<file path="src/rtl/assume_example_pkg.sv">
// Shared constants and helpers for the a |-> ##[MIN_DLY:MAX_DLY] b checker.
package assume_example_pkg;

  localparam int DEFAULT_MIN_DLY = 1;
  localparam int DEFAULT_MAX_DLY = 3;
  localparam int MAX_DLY_LIMIT   = 16;

  // Bit k (1-based) is set when an attempt of age k may be satisfied by b.
  function automatic logic [MAX_DLY_LIMIT:1] window_mask(input int min_dly, input int max_dly);
    logic [MAX_DLY_LIMIT:1] m;
    m = {MAX_DLY_LIMIT{1'b0}};
    for (int k = 1; k <= MAX_DLY_LIMIT; k++) begin
      if ((k >= min_dly) && (k <= max_dly)) begin
        m[k] = 1'b1;
      end else begin
        m[k] = 1'b0;
      end
    end
    return m;
  endfunction

endpackage

</file>
<file path="src/rtl/assume_example_window_tracker.sv">
// Pending-attempt shift vector: bit k marks an unresolved attempt started k edges ago.
module assume_example_window_tracker
  import assume_example_pkg::*;
#(
  parameter int MIN_DLY = DEFAULT_MIN_DLY,
  parameter int MAX_DLY = DEFAULT_MAX_DLY
) (
  input  logic clk,
  input  logic rst,
  input  logic a,
  input  logic b,
  output logic hit,
  output logic expire,
  output logic any_pending
);

  localparam logic [MAX_DLY_LIMIT:1] WIN_FULL = window_mask(MIN_DLY, MAX_DLY);
  localparam logic [MAX_DLY:1]       WIN_MASK = WIN_FULL[MAX_DLY:1];
  // With a zero minimum delay, an attempt can pass on the very edge it starts.
  localparam logic                   ZERO_WIN = (MIN_DLY == 0) ? 1'b1 : 1'b0;

  logic [MAX_DLY:1] pend_r;
  logic [MAX_DLY:1] pend_next_s;
  logic             start_s;
  logic             hit_s;
  logic             expire_s;

  // Resolve in-window attempts, age the survivors and admit a new attempt.
  always_comb begin
    pend_next_s = {MAX_DLY{1'b0}};
    start_s     = a & ~(ZERO_WIN & b);
    hit_s       = b & ((|(pend_r & WIN_MASK)) | (ZERO_WIN & a));
    expire_s    = pend_r[MAX_DLY] & ~b;
    pend_next_s[1] = start_s;
    for (int k = 2; k <= MAX_DLY; k++) begin
      pend_next_s[k] = pend_r[k-1] & ~(b & WIN_MASK[k-1]);
    end
  end

  // Pending vector register; reset discards every outstanding attempt.
  always_ff @(posedge clk or posedge rst) begin
    if (rst) begin
      pend_r <= {MAX_DLY{1'b0}};
    end else begin
      pend_r <= pend_next_s;
    end
  end

  assign hit         = hit_s;
  assign expire      = expire_s;
  assign any_pending = |pend_next_s;

endmodule

</file>
<file path="config.mk">
export PLATFORM = sky130hd
export DESIGN_NAME = assume_example_window_tracker
export DESIGN_NICKNAME = d
export VERILOG_FILES = /design/src/rtl/assume_example_pkg.sv /design/src/rtl/assume_example_window_tracker.sv
export SDC_FILE = /design/constraint.sdc
export NUM_CORES = 1
export LEC_CHECK = 0
export CAP_MARGIN = 5
export CORE_AREA = 2 2 39 41
export CTS_CLUSTER_SIZE = 40
export DETAILED_ROUTE_END_ITERATION = 8
export DIE_AREA = 0 0 41 43
export RECOVER_POWER = 50
export SLEW_MARGIN = 10
export SYNTH_ARGS = -nofsm -noshare
export SYNTH_HDL_FRONTEND = slang
export SYNTH_SLANG_ARGS = --single-unit
</file>
<file path="constraint.sdc">
create_clock -name clk -period 0.9 [get_ports clk]
set_input_delay 0.09 -clock clk [delete_from_list [all_inputs] [get_ports clk]]
set_output_delay 0.09 -clock clk [all_outputs]
set_load 0.02 [all_outputs]
</file>
# --- Yosys cells after proc, flatten, opt, wreduce, memory -nomap -nowiden ---
# Cells that the tools add are included.
totals:
  register_bits: 3
  wordCells: 8
classes:
  n_bitwise: 5
  reduce_logical: 2
ops:
  columns: ["op", "count"]
  rows:
  - ["$reduce_or 3->1", 2]
  - ["$and 1x1->1", 4]
  - ["$not 1->1", 1]

# --- Logic depth before layout (Yosys ltp) ---
# Gate-level depths: netlist of run 1.
logic_depth:
  word_depth: 3
  mapped_depth: 2
  depth_no_buf: 2

# --- Worst setup path after synthesis of run 1 ---
# No wires, ideal clock.
synth_timing:
  kind: "register to output"
  from: "reg pend_r[1] (netlist bit)"
  to: "out hit"
  arrival_time_ps: 730
  required_time_ps: 810
  path_slack_ps: 80
  path_stages_with_launch: 2
  n_path_buf: 0
  cell_sequence: "dfrtp_1 > o31a_1"
synth_between:
  elab_chain_len: 2
synth_rtl:
  columns: ["item", "line", "source"]
  rows:
  - ["start: declaration", "assume_example_window_tracker.sv:22", "logic [MAX_DLY:1] pend_r;"]
  - ["start signal: assignment", "assume_example_window_tracker.sv:43", "pend_r <= {MAX_DLY{1'b0}};"]
  - ["start signal: assignment", "assume_example_window_tracker.sv:45", "pend_r <= pend_next_s;"]
  - ["$reduce_or 3->1", "assume_example_window_tracker.sv:32", "hit_s = b & ((|(pend_r & WIN_MASK)) | (ZERO_WIN & a));"]
  - ["$and 1x1->1", "assume_example_window_tracker.sv:32", null]
  - ["end: declaration", "assume_example_window_tracker.sv:12", "output logic hit,"]
# Every way passes these cells.

# --- Final worst setup path of run 1 ---
layout_timing:
  from: "reg pend_r[3] (netlist bit)"
  to: "out hit"
# Same word-level chain as after synthesis.

==> results.sh, run 1 <==
export IMPL_endpoint_kind="output pin"
export IMPL_critPathBufInv=1
export IMPL_critPathKind="reg2out"
export IMPL_area_growth_syn_to_layout_pct=87.2
export IMPL_rsz0062_at_grt="true"
export IMPL_final_cell_mix="nor2b_1, clkbuf_4, dfrtp_1"
export IMPL_grt_pass1_vias=118
export IMPL_worst_pin_slew_ns=0.183
export IMPL_gr_total_overflow=0
export IMPL_r2r_worst_path_cells=1
export IMPL_routed_via_density=3.03
export IMPL_synthMuxAreaShare_pct=0
export IMPL_whs_ns=0.143
export IMPL_grt_max_degree=6
export IMPL_slew_headroom_pct=87.8
export IMPL_grt_pass1_wl_um=427
export IMPL_placed_cell_area_um2=198
export IMPL_io_buffers=6
export IMPL_avgSynthCellArea_um2=11.8
export IMPL_drtPass1Iterations=2
export IMPL_drt_initial_drc_count=1
export IMPL_reg_top3="pend_r: 3 flops"
export IMPL_post_drt_wl_per_cell_um=7.42
export IMPL_slowest_delay_ns=0.36
export IMPL_clk_pin_slew_ns=0.04
export IMPL_fin_cells=36
export IMPL_finalHoldViolCount=0
export IMPL_synth_cell_types=6
export IMPL_hold_buffers=0
export IMPL_cts_buffers=3
export IMPL_reg2reg_to="pend_r[3]"
export IMPL_critPathSlowestCell="dfrtp_1"
export IMPL_yosys_area_share_simple_pct=19.1
export IMPL_synth_compound_area_share_pct=13.8
export IMPL_regMostFlops="pend_r"
export IMPL_die_w_um=41
export IMPL_cts_root_buf="clkbuf_4"
export IMPL_pin_count=7
export IMPL_finClkSkew_ns=0.00381
export IMPL_cpLargestDelayFamily="flip-flops"
export IMPL_synth_ff_latch_count=3
export IMPL_syn_area_um2=118
export IMPL_start_util_pct=8.50
export IMPL_synth_xor_area_share_pct=0
export IMPL_dp_hpwl_um=195
export IMPL_total_power_mw=0.427
export IMPL_violations="negative setup slack"
export IMPL_period_share_pct=125
export IMPL_grtUsageTotal_pct=4.23
export IMPL_diodes=0
export IMPL_fin_ws_ns=-0.224
export IMPL_layout_drive_gt1_share_pct=30.0
export IMPL_htreeDepth=1
export IMPL_cp_endpoint="hit"
export IMPL_power_density_nw_per_um2=1940
export IMPL_maxCapViolations=0
export IMPL_nNetsFinal=25
export IMPL_drc=0
export IMPL_vias=109
export IMPL_coreArea_um2=1380
export IMPL_power_static_leakage_nw=0.109
export IMPL_die_area_um2=1760
export IMPL_yosysWarnings=0
export IMPL_crit_chain="o31a_1, buf_6"
export IMPL_synthAdderAreaFrac_pct=0
export IMPL_seq_area_frac_synth_pct=63.8
export IMPL_setup_tns_final_ns=-0.437
export IMPL_worstPathMaxFanout=2
export IMPL_crit_start="pend_r[3]"
export IMPL_drt_antenna_violating_nets=0
export IMPL_cp_depth=2
export IMPL_startpoint_type="flip-flop"
export IMPL_cts_sinks=3
export IMPL_antenna_found_initial=0
export IMPL_dp_cells=32
export IMPL_clk_path_buf_depth=2
export IMPL_fmaxAchievable_ghz=0.890
export IMPL_netlist_instances=10
export IMPL_status="finished, violations left"
export IMPL_finalWirelength_um=267
export IMPL_regToRegSetupSlack_ns=0.25
export IMPL_tritoncts="yes"
export IMPL_fin_util_pct=15.9
export IMPL_clk_latency_ns=0.23
export IMPL_dp_slack_ns=-0.585
export IMPL_largest_reg_flops=3
export IMPL_setup_violations=3
export IMPL_cts_setup_buffers=0
export IMPL_cp_arrival_ns=1.03
export IMPL_holdCritPathClass="in2reg"
export IMPL_die_h_um=43
export IMPL_cp_required_ns=0.81
export IMPL_r2r_start="pend_r[2]"
export IMPL_period_minus_slack_ns=1.12
export IMPL_synth_nets=14
export IMPL_postLayoutCellArea_um2=220
export IMPL_gp_congestion=0.548
export IMPL_synth_top_family_by_area="simple AND/OR/NAND/NOR gates"
export IMPL_ir_drop_mv=0.484
export IMPL_drv_slew=0
export IMPL_core_rowCount=14
[cells in the mapped netlist]
library cell	instances	area [µm²]
o21bai_1	1	7.51
nor2_1	1	3.75
dfrtp_1	3	75.1
o31a_1	1	8.76
inv_1	1	3.75
nor2b_1	3	18.8
[how the worst min path moves through the flow]
stage,startpoint,to,cells after the start
2_1_floorplan,rst,pend_r[1],1
3_3_place_gp,rst,pend_r[2],2
3_5_place_dp,rst,pend_r[2],2
4_1_cts,rst,pend_r[2],2
5_1_grt,b,pend_r[3],2
6_report,b,pend_r[3],2
[metal layers]
metal  share of wire [%]  track usage (%)
met5                   0                0
met2                  42             4.69
met3                  10             3.14
met1                  48             3.88
met4                   0             6.00
[layout make-up]
cell class | count | area [µm²]
clock buffers | 4 | 26.3
well taps | 16 | 20.0
flip-flops and latches | 3 | 75.1
repair buffers | 6 | 56.3
fillers | 158 | 1160
multi-input cells | 6 | 38.8
inverters | 1 | 3.75
[what timing repair did]
item                                    4_1_cts  5_1_grt
pin swaps                                     1        1
endpoints found under the setup margin        3        3
resized for setup                            15        1
[kinds of logic after synthesis]
kind of cell / Yosys count
and+or+nand+nor: 4
DFF: 3
AOI/OAI and AO/OA: 2
buffers and inverters: 1
[where the power goes]
group | total (mW) | switching (mW) | internal [mW]
Combinational | 0.0512 | 0.0237 | 0.0276
Sequential | 0.146 | 0.00420 | 0.142
Clock | 0.229 | 0.0633 | 0.166
Power figures use the tool's default switching activity.
==> run 2, diff against run 1 <==
Settings changed: SLEW_MARGIN 10 to unset.
==> results of run 2 <==
The final DEF is identical to that of run 1; final timing and power are the same.
==> variant 1: new RTL, settings of run 1 <==
The package constant `DEFAULT_MAX_DLY` goes from 3 to 6.
--- a/src/rtl/assume_example_pkg.sv
+++ b/src/rtl/assume_example_pkg.sv
@@ -2,7 +2,7 @@
 package assume_example_pkg;
 
   localparam int DEFAULT_MIN_DLY = 1;
-  localparam int DEFAULT_MAX_DLY = 3;
+  localparam int DEFAULT_MAX_DLY = 6;
   localparam int MAX_DLY_LIMIT   = 16;
 
   // Bit k (1-based) is set when an attempt of age k may be satisfied by b.
Behaviour: not the same (Yosys sat finds a counterexample within 4 cycles, from zero or initial values and one cycle with rst high).
==> variant 1 against run 1 <==
  * Count of clock-buffer cells in the layout shrank 1
  * Area after synthesis grew 100%
  * Design area grew 69%
  * Total power grew 42%
  * Combinational power grew 51%
  * The flow still finishes with violations (negative setup slack)
  * Sequential cell count grew 3
  * Wire length grew 90%
  * Worst setup slack lost 0.49 ns
  * Core utilization grew 11 points
  * Die area is the same
==> variant 1: results (changes against run 1) <==
| Metric | Value |
|---|---|
| First-pass GRT wire length | `890 um (was 427 um)` |
| Syn_nets | `22 (was 14)` |
| EDFF count, synth | `0 (unchanged)` |
| Synth top area cells | `dfrtp_1 63%, nor2b_1 13%, o21bai_1 6.3% (was dfrtp_1 64%, nor2b_1 16%, o31a_1 7.4%)` |
| R2R setup slack | `0.13 ns (was 0.25 ns)` |
| Maximum VDD drop | `497 uV (was 484 uV)` |
| Setup slack after layout | `-0.717 ns (was -0.224 ns)` |
| Final setup vio count | `3 (unchanged)` |
| Post-DP Area | `339 um2 (was 198 um2)` |
| Vias in the first global route | `206 (was 118)` |
| Yosys cell types | `8 (was 6)` |
| Gpl congestion | `0.609 (was 0.548)` |
| Ys Warns | `0 (unchanged)` |
| Power per cell area | `1630 nW/um2 (was 1940 nW/um2)` |
| Placed instance count | `43 (was 32)` |
| Sw frac | `22.1% (was 21.4%)` |
| Comb power frac | `12.8% (was 12.0%)` |
| Pre-antenna DRT Iters | `2 (unchanged)` |
| Commonest cells post-synth | `6 x dfrtp_1, 5 x nor2b_1, 2 x o21bai_1 (was 3 x dfrtp_1, 3 x nor2b_1)` |
| Initial antenna violation count | `0 (unchanged)` |
| Min-delay worst type | `input port to asynchronous set/reset pin (was input port to flip-flop)` |
| Dpl ws | `-0.830 ns (was -0.585 ns)` |
| Clock Path Buffers | `2 (unchanged)` |
| Layout cell share with drive strength beyond 1 | `36.7% (was 30.0%)` |
| Layout Utilization | `26.9% (was 15.9%)` |
| Slew @ Worst Pin | `0.386 ns (was 0.183 ns)` |
| Hold WS | `0.205 ns (was 0.143 ns)` |
| Async SR Flop Fraction | `100% (unchanged)` |
| Vias | `172 (was 109)` |
| DR WL/cell | `11.0 um (was 7.42 um)` |
| Violated checks | `negative setup slack (unchanged)` |
| Largest net degree at the start of global routing | `10 (was 6)` |
| Post-synthesis sequential area ratio | `63.5% (was 63.8%)` |
| Final TNS setup | `-1.16 ns (was -0.437 ns)` |
| Clock-pin slew on the worst setup and hold paths | `0.05 ns` |
| Mapped Avg Cell Area | `13.1 um2 (was 11.8 um2)` |
| Cell Count, Final, Fillers Out | `46 (was 36)` |
| Sequential Power | `0.000284 W (was 0.000146 W)` |
| R2r worst-path depth | `2 (was 1)` |
| P_leak | `0.175 nW (was 0.109 nW)` |
| Crit path DAT | `1.53 ns (was 1.03 ns)` |
| GRT Util Overall | `8.49% (was 4.23%)` |
| Nets@finish | `36 (was 25)` |
| Status | `finished, violations left (unchanged)` |
| Dpl hpwl | `384 um (was 195 um)` |
| Filler instances | `151 (was 158)` |
| Largest regs | `pend_r x6 (was pend_r x3)` |
| Clock skew | `0.00321 ns (was 0.00381 ns)` |
-- variant 1: cell count changes in the layout (fill, tap and decap cells not counted), sizes merged --
| cell | run 1 | this run |
|---|---|---|
| dlygate4sd2 | 0 | 1 |
| dfrtp | 3 | 6 |
| o21bai | 1 | 2 |
| nor2 | 1 | 0 |
| nand4bb | 0 | 1 |
| nor2b | 3 | 6 |
| dlymetal6s2s | 1 | 0 |
| or4 | 0 | 1 |
| clkbuf | 4 | 3 |
| buf | 3 | 6 |
-- variant 1: timing repair --
item | in CTS | in global routing
endpoints found under the setup margin | 3 | 3
setup buffers | 0 | 1
resized for setup | 19 | 2
pin swaps | 1 | 1
-- variant 1: worst max-delay path by stage --
stage,startpoint,endpoint,cells after the start
after floorplan,pend_r[2]$_DFF_PP0_,hit,2
after global placement,pend_r[4]$_DFF_PP0_,hit,3
after detailed placement,pend_r[2]$_DFF_PP0_,hit,3
after CTS,pend_r[2]$_DFF_PP0_,hit,3
after global routing,pend_r[2]$_DFF_PP0_,hit,3
final,pend_r[2]$_DFF_PP0_,hit,3
-- variant 1: cell type report --
cell class	instances	area share [%]
Timing Repair Buffer	9	22.9
Tap cell	16	5.39
Clock buffer	3	6.06
Multi-Input combinational cell	11	24.2
Sequential cell	6	40.4
Inverter	1	1.01
-- variant 1: metal layers --
| layer | track usage [%] | wire length, um |
|---|---|---|
| met5 | 0 | 0 |
| met4 | 8.00 | 0 |
| met3 | 4.71 | 49 |
| met2 | 10.3 | 231 |
| met1 | 9.87 | 228 |
-- variant 1: logic make-up after synthesis --
logic type / synth area share (%)
compound gates: 10.1
buf+inv: 1.59
flops: 63.5
simple gates: 24.9
-- variant 1: worst max-delay path, cell delays in order, from the launching register on --
cell     delay (ns)
dfrtp_1        0.38
or4_1          0.51
o31a_1         0.26
buf_6          0.13
==> variant 2: new RTL, settings of run 1 <==
Without the edit above. Make the reset (`rst`) synchronous in one clocked block.
--- a/src/rtl/assume_example_window_tracker.sv
+++ b/src/rtl/assume_example_window_tracker.sv
@@ -38,7 +38,7 @@
   end
 
   // Pending vector register; reset discards every outstanding attempt.
-  always_ff @(posedge clk or posedge rst) begin
+  always_ff @(posedge clk) begin
     if (rst) begin
       pend_r <= {MAX_DLY{1'b0}};
     end else begin
Behaviour: differs if rst is asserted again (counterexample within 4 cycles, from zero or initial values and one cycle with rst high); with rst held inactive, the same outputs for 10 cycles.
==> variant 2 against run 1 <==
  * The flow still finishes with violations (negative setup slack)
  * Total power fell by 2.4%
  * First-iteration DRC count did not move
  * Sequential cell count did not move
  * Design area did not move
  * Global-route usage fell by 0.43 points
  * Area after synthesis fell by 8.5%
  * Wire length fell by 6.4%
  * Worst setup slack improved by 0.073 ns
==> variant 2: results (changes against run 1) <==
| Metric | Value |
|---|---|
| Status | `finished, violations left (unchanged)` |
| Violated checks | `negative setup slack (unchanged)` |
| Part of the power in registers | `33.9% (was 34.3%)` |
| Worst reg2reg path endpoint | `pend_r[3]$_SDFF_PP0_ (was pend_r[3]$_DFF_PP0_)` |
| Met1 wire length | `107 um (was 127 um)` |
| Nets@finish | `26 (was 25)` |
| M2 GR Usage | `5.00% (was 4.69%)` |
| Async SR Flop Fraction | `0% (was 100%)` |
| Worst slew margin | `89.1% (was 87.8%)` |
| Comb power frac | `10.9% (was 12.0%)` |
| Layout cell share with drive strength beyond 1 | `47.6% (was 30.0%)` |
| M1 GR Usage | `2.22% (was 3.88%)` |
| Met3 wire length | `15 um (was 27 um)` |
| Worst Hold Endpoint | `pend_r[2]$_SDFF_PP0_ (was pend_r[3]$_DFF_PP0_)` |
| Total chip power | `0.000416 W (was 0.000427 W)` |
| Final setup vio count | `2 (was 3)` |
| Placed instance count | `33 (was 32)` |
| Global-route met3 utilization | `1.57% (was 3.14%)` |
| First-pass GRT wire length | `358 um (was 427 um)` |
| Dpl ws | `-0.555 ns (was -0.585 ns)` |
| Routed wire length | `250 um (was 267 um)` |
| Hold WS | `0.333 ns (was 0.143 ns)` |
| Clock skew | `0.00366 ns (was 0.00381 ns)` |
| Setup slack after layout | `-0.151 ns (was -0.224 ns)` |
| Critical-path top delay cell | `dfxtp_2 (was dfrtp_1)` |
| Post-synthesis sequential area ratio | `55.8% (was 63.8%)` |
| Worst setup path startpoint | `pend_r[3]$_SDFF_PP0_ (was pend_r[3]$_DFF_PP0_)` |
| Gpl congestion | `0.581 (was 0.548)` |
| Cell Count, Final, Fillers Out | `37 (was 36)` |
| P_leak | `0.0876 nW (was 0.109 nW)` |
| Met2 wire len | `126 um (was 112 um)` |
| Vias in the first global route | `104 (was 118)` |
| Filler instances | `159 (was 158)` |
| Vias/cell | `3.00 (was 3.03)` |
| Start of the worst register-to-register path | `pend_r[2]$_SDFF_PP0_ (was pend_r[2]$_DFF_PP0_)` |
| Hold path depth | `3 (was 2)` |
[variant 2: cell count changes after synthesis, sizes merged]
| cell | change |
|---|---|
| inv | -1 |
| nor3b | +2 |
| dfrtp | -3 |
| nor2b | -1 |
| dfxtp | +3 |
[variant 2: final cells by class]
class | instances | area, um2 | share of cell area (%)
clock buffer | 4 | 26.3 | 11.9
multi-input combinational | 7 | 47.5 | 21.6
sequential | 3 | 63.8 | 29.0
tap | 16 | 20.0 | 9.09
timing repair buffer | 7 | 62.6 | 28.4
[variant 2: what timing repair did]
| action | 4_1_cts | 5_1_grt |
|---|---|---|
| hold buffers | 0 | 0 |
| setup endpoints to repair | 3 | 3 |
| gates resized for setup | 20 | 0 |
| pin swaps | 1 | 1 |
| hold endpoints to repair | 0 | 0 |
[variant 2: cell families after synthesis]
kind of cell / synth area share (%)
flip-flops: 55.8
AND/OR/NAND/NOR: 29.1
AO/OA/AOI/OAI: 15.1
